**src/rtl/sha1_exec_par.sv**
```systemverilog
// SHA-1 compression core, ROUNDS_PER_CLK rounds per CALC cycle.
// Streams 16 words in, emits a held 160-bit digest with a block counter.
module sha1_exec_par #(
  parameter int ROUNDS_PER_CLK = 1
) (
  input  logic         clk,
  input  logic         reset_n,
  input  logic         msg_valid,
  output logic         msg_ready,
  input  logic [31:0]  msg_data,
  input  logic [159:0] cv_in,
  input  logic         use_prev_cv,
  input  logic         abort,
  output logic         busy,
  output logic         hash_valid,
  input  logic         hash_ready,
  output logic [159:0] hash_out,
  output logic [31:0]  blk_cnt
);

  localparam int R = ROUNDS_PER_CLK;

  if (R < 1 || 80 % R != 0) begin : g_bad_rpc
    $error("ROUNDS_PER_CLK must divide 80");
  end

  typedef enum logic [1:0] {
    LOAD  = 2'd0,
    CALC  = 2'd1,
    FINAL = 2'd2,
    OUT   = 2'd3
  } state_t;

  state_t state;
  state_t state_nx;

  logic [3:0]   word_cnt;
  logic [6:0]   round_cnt;
  logic [31:0]  win [16];
  logic [31:0]  win_nx [16];
  logic [31:0]  a, b, c, d, e;
  logic [31:0]  a_nx, b_nx, c_nx, d_nx, e_nx;
  logic [159:0] cv_sv;
  logic [159:0] cv_sel;
  logic         xfer;
  logic         hxfer;
  logic         calc_last;
  logic         kill;

  function automatic logic [31:0] rotl(
    input logic [31:0] x,
    input int          n
  );
    return (x << n) | (x >> (32 - n));
  endfunction

  function automatic logic [31:0] f_fn(
    input logic [6:0]  t,
    input logic [31:0] x,
    input logic [31:0] y,
    input logic [31:0] z
  );
    logic [31:0] r;
    if (t < 7'd20)      r = (x & y) | (~x & z);
    else if (t < 7'd40) r = x ^ y ^ z;
    else if (t < 7'd60) r = (x & y) | (x & z) | (y & z);
    else                r = x ^ y ^ z;
    return r;
  endfunction

  function automatic logic [31:0] k_fn(input logic [6:0] t);
    logic [31:0] r;
    if (t < 7'd20)      r = 32'h5A827999;
    else if (t < 7'd40) r = 32'h6ED9EBA1;
    else if (t < 7'd60) r = 32'h8F1BBCDC;
    else                r = 32'hCA62C1D6;
    return r;
  endfunction

  assign xfer      = msg_valid & msg_ready;
  assign hxfer     = hash_valid & hash_ready;
  assign calc_last = ({1'b0, round_cnt} + 8'(R)) == 8'd80;
  assign kill      = abort & (state != OUT);
  assign cv_sel    = use_prev_cv ? hash_out : cv_in;

  // R chained rounds; window slot 0 always holds W_t of the current round
  always_comb begin : p_rounds
    logic [31:0] ta, tb, tc, td, te, tmp, nw;
    logic [31:0] tw [16];
    logic [6:0]  t;
    ta = a;
    tb = b;
    tc = c;
    td = d;
    te = e;
    tw = win;
    for (int i = 0; i < R; i++) begin
      t   = round_cnt + 7'(i);
      tmp = rotl(ta, 5) + f_fn(t, tb, tc, td) + te + k_fn(t) + tw[0];
      nw  = rotl(tw[13] ^ tw[8] ^ tw[2] ^ tw[0], 1);
      te  = td;
      td  = tc;
      tc  = rotl(tb, 30);
      tb  = ta;
      ta  = tmp;
      for (int j = 0; j < 15; j++) tw[j] = tw[j+1];
      tw[15] = nw;
    end
    a_nx   = ta;
    b_nx   = tb;
    c_nx   = tc;
    d_nx   = td;
    e_nx   = te;
    win_nx = tw;
  end

  // state register
  always_ff @(posedge clk or negedge reset_n) begin
    if (!reset_n) state <= LOAD;
    else          state <= state_nx;
  end

  // next-state decode; abort wins everywhere except OUT
  always_comb begin
    state_nx = state;
    unique case (state)
      LOAD: begin
        if (abort)                          state_nx = LOAD;
        else if (xfer && word_cnt == 4'd15) state_nx = CALC;
      end
      CALC: begin
        if (abort)          state_nx = LOAD;
        else if (calc_last) state_nx = FINAL;
      end
      FINAL: state_nx = abort ? LOAD : OUT;
      OUT:   if (hxfer) state_nx = LOAD;
      default: state_nx = LOAD;
    endcase
  end

  // outputs decoded from state only
  always_comb begin
    msg_ready  = (state == LOAD);
    busy       = (state == CALC) || (state == FINAL);
    hash_valid = (state == OUT);
  end

  // datapath: window load, round updates, digest and counter
  always_ff @(posedge clk or negedge reset_n) begin
    if (!reset_n) begin
      word_cnt  <= '0;
      round_cnt <= '0;
      a         <= '0;
      b         <= '0;
      c         <= '0;
      d         <= '0;
      e         <= '0;
      cv_sv     <= '0;
      hash_out  <= '0;
      blk_cnt   <= '0;
      for (int i = 0; i < 16; i++) win[i] <= '0;
    end else if (kill) begin
      word_cnt  <= '0;
      round_cnt <= '0;
    end else begin
      unique case (state)
        LOAD: begin
          if (xfer) begin
            for (int i = 0; i < 15; i++) win[i] <= win[i+1];
            win[15]  <= msg_data;
            word_cnt <= word_cnt + 4'd1;
            if (word_cnt == 4'd0) begin
              a     <= cv_sel[159:128];
              b     <= cv_sel[127:96];
              c     <= cv_sel[95:64];
              d     <= cv_sel[63:32];
              e     <= cv_sel[31:0];
              cv_sv <= cv_sel;
            end
          end
        end
        CALC: begin
          a   <= a_nx;
          b   <= b_nx;
          c   <= c_nx;
          d   <= d_nx;
          e   <= e_nx;
          win <= win_nx;
          round_cnt <= calc_last ? 7'd0 : round_cnt + 7'(R);
        end
        FINAL: begin
          hash_out <= {cv_sv[159:128] + a,
                       cv_sv[127:96]  + b,
                       cv_sv[95:64]   + c,
                       cv_sv[63:32]   + d,
                       cv_sv[31:0]    + e};
          blk_cnt  <= blk_cnt + 32'd1;
        end
        default: ;
      endcase
    end
  end

endmodule

```
**config.mk**
```make
export PLATFORM = sky130hd
export DESIGN_NAME = sha1_exec_par
export DESIGN_NICKNAME = d
export VERILOG_FILES = /design/src/rtl/sha1_exec_par.sv
export SDC_FILE = /design/constraint.sdc
export NUM_CORES = 2
export LEC_CHECK = 0
export BUFFER_PORTS_ARGS = -buffer_cell sky130_fd_sc_hd__buf_4
export CORE_AREA = 2 2 319 321
export DETAILED_ROUTE_END_ITERATION = 10
export DIE_AREA = 0 0 321 323
export GPL_TIMING_DRIVEN = 0
export PLACE_DENSITY = 0.8
export SYNTH_ARGS = -nofsm -noshare
export SYNTH_HDL_FRONTEND = slang
export SYNTH_SLANG_ARGS = --single-unit
```
**constraint.sdc**
```tcl
create_clock -name clk -period 4.9 [get_ports clk]
set_input_delay 0.98 -clock clk [delete_from_list [all_inputs] [get_ports clk]]
set_output_delay 0.98 -clock clk [all_outputs]
set_load 0.03 [all_outputs]
```
==> flow_summary.yaml <==
run_status:
  status: "finished with violations"
  violations: "max-capacitance violations, max-slew violations, negative setup slack"
logic_synthesis:
  syn_area_per_cell_um2: 8.87
  yosys.cell_types.count: 81
  ys_ff_latch: 1037
  yosys_warnings: 0
  synth_nets: 6704
  synth_flop_cell: "dfrtp_1"
  yosysSeqAreaShare: 0.473
  syn_area_mm2: 0.0548
  synth_edf_count: 0
  async_reset_ff_frac: 1.00
  synth_cells: 6180
route:
  drc_errors: 0
  routedWlPerCell_um: 23.4
  drt_iter0_drc: 4965
  dr.pass1.iters: 8
  num_vias: 47488
  finalWirelength_um: 190000
  viasPerCell: 5.86
  drtAntennaViolNets: 0
timing:
  clock_skew_ps: 87.3
  final.setup.worst_slack_ps: -63.1
  worstMarginPinSlew_ps: 1570
  slew_violations: 11
  finalCritPeriodShare: 1.01
  grt_setup_unrepaired: "yes"
  slew_headroom: -0.0490
  fmax_mhz: 201
  finalHoldViolCount: 0
  finalSetupViolations: 2
  period_minus_slack_ps: 4960
  setup_tns_ps: -71.6
pwr:
  vdd_drop_max_mv: 0.678
  cellPowerDensity_mw_per_mm2: 876
  p_leak_nw: 32.2
  power_w: 0.0562
finish:
  final_cell_count_no_fill: 8103
  drive_above_1_share: 0.110
  largest_register_ffs: 480
  area_delta_synth_final_pct: 17.1
  fill_cells: 8185
  regArea_mm2: 0.0260
  finish.utilization: 0.638
  multi_input_area_mm2: 0.0273
  nNetsFinal: 7227
clock_tree:
  clk_pin_slew_ps: 70
  tritoncts: "built"
  root_buffer: "clkbuf_16"
  numCtsBuffers: 108
  cts_sinks: 1037
  clock_path_buffers: 3
  insertion_delay_ps: 760
  h-tree-depth: 3
  cts_hold_buf: 0
setup_path:
  critPathArrivalTime_ps: 5580
  critPathLaunchType: "flop"
  cp.required_ps: 5520
  crit_path_end_kind: "flop"
  critPathKind: "reg -> reg"
  worst-path-max-fanout: 6
  crit_path_start: "c[5]"
  rr_startpoint: "c[5]"
floorplanning:
  initial_core_util: 0.544
  dieArea_mm2: 0.104
  io_pins: 393
  coreArea_mm2: 0.101
  num_rows: 117
  die_h_um: 323
  chipWidth_um: 321
global_route:
  first_global_vias: 46418
  antenna_found_initial: 5
  grt.overflow.total: 0
  grt_pass1_wl_um: 281000
  grtUsageTotal: 0.363
  grt_max_degree: 164
min_path:
  min_path_type: "in -> async"
place:
  placedCellCount: 7887
  port-buffer-count: 391
  finalWeightedCongestion: 1.01
  hpwlAfterDp_um: 144000
job:
  cap_violations: 1
synth_stat cells, types with 22 or more instances:
cell type	count	area share
nand2_1	1921	0.13
dfrtp_1	1037	0.47
o21ai_0	472	0.043
nor2_1	435	0.030
a21oi_1	434	0.040
clkbuf_1	271	0.019
inv_1	230	0.016
ha_1	201	0.046
xnor2_1	199	0.032
mux2i_1	185	0.034
fa_1	125	0.046
xor2_1	92	0.015
a21o_1	68	0.0093
nand3_1	37	0.0034
a211oi_1	32	0.0044
nand2b_1	32	0.0037
nor3_1	28	0.0026
buf_1	25	0.0017
nand4_1	23	0.0026
nor2b_1	23	0.0026
o31ai_1	23	0.0032
and3_1	22	0.0025
power by group:
group | total (W) | internal [W] | switching, W
clock | 0.00897 | 0.00525 | 0.00371
combinational | 0.0316 | 0.0124 | 0.0192
sequential | 0.0157 | 0.0119 | 0.00383
total | 0.0562 | 0.0295 | 0.0267
path summary, 6_finish.rpt:
check | endpoint | slack, ps | cells after the start
max in group asynchronous | cv_sv[154] | 1780 | 5
hold / removal | hash_out[80] | 240 | 1
hold reg to reg | p_rounds.tw[406] | 420 | 2
setup reg to reg | a[28] | -60 | 15
min in group clk | p_rounds.tw[406] | 420 | 2
setup / recovery | a[28] | -60 | 15
cell usage in the layout (no fill, tap or decap), types with 109 or more instances in the layout:
cell	netlist	layout
mux2i_1	185	185
a21oi_1	434	427
inv_1	230	224
clkbuf_1	271	273
clkbuf_16	0	109
nand2_1	1921	1919
dfrtp_1	1037	1031
xnor2_1	199	199
fa_1	125	122
o21ai_0	472	463
ha_1	201	185
nor2_1	435	426
buf_4	0	411
stage by stage:
| stage | hold slack (ps) | worst slack [ps] | area (µm²) |
|---|---|---|---|
| detailed placement | 447 | -1550 | 59600 |
| floorplan | 439 | 5.23 | 54800 |
| global placement | 444 | -9380 | 59400 |
| finish | 240 | -63.1 | 64200 |
| global route | 290 | -109 | 64200 |
| CTS | 245 | 2.11 | 64000 |
critical path, stage by stage (launching register included):
cell and delay [ps]:
dfrtp_1 670, fa_1 520, a221o_1 370, fa_1 510, fa_1 510, ha_4 300, a211o_1 280, a2111o_1 340
o2111ai_4 250, o21ai_2 110, nand3_1 100, nand4_1 190, a31o_2 300, a21oi_2 140, xor2_1 180, o21ai_1 70
routing by layer:
metal	vias up	routed length, µm	global-route usage
met4	12	15000	0.245
met1	23174	70900	0.444
li1	21458	-	-
met2	2219	86500	0.578
met3	625	16900	0.0800
met5	-	204	0.00463
cell families (layout without fill, tap and decap cells):
| kind of cell | Yosys count | in the layout | synth area share |
|---|---|---|---|
| AND/OR/NAND/NOR | 2575 | 2575 | 0.186 |
| AO/OA/AOI/OAI | 1223 | 1223 | 0.129 |
| flip-flops | 1037 | 1037 | 0.473 |
| buffers and inverters | 531 | 1143 | 0.0369 |
| adder cells (fa/ha/maj) | 326 | 326 | 0.0915 |
| XOR/XNOR | 291 | 291 | 0.0465 |
| multiplexers | 197 | 197 | 0.0362 |
| other | 0 | 2 | 0 |
final cells by class:
class / count / share of cell area
repair buffers: 417 / 0.0511
plain buffers: 297 / 0.0193
multi-input cells: 4612 / 0.425
well taps: 1309 / 0.0255
clock buffers: 148 / 0.0483
clock inverters: 51 / 0.0126
inverters: 230 / 0.0134
flip-flops and latches: 1037 / 0.404
diodes: 2 / 0.0000779
what timing repair did:
item / 4_1_cts / 5_1_grt
resized for setup: 82 / 51
setup buffers: 11 / 8
setup endpoints to repair: 27 / 14
pin swaps: 30 / 34
Power figures use the tool's default switching activity.
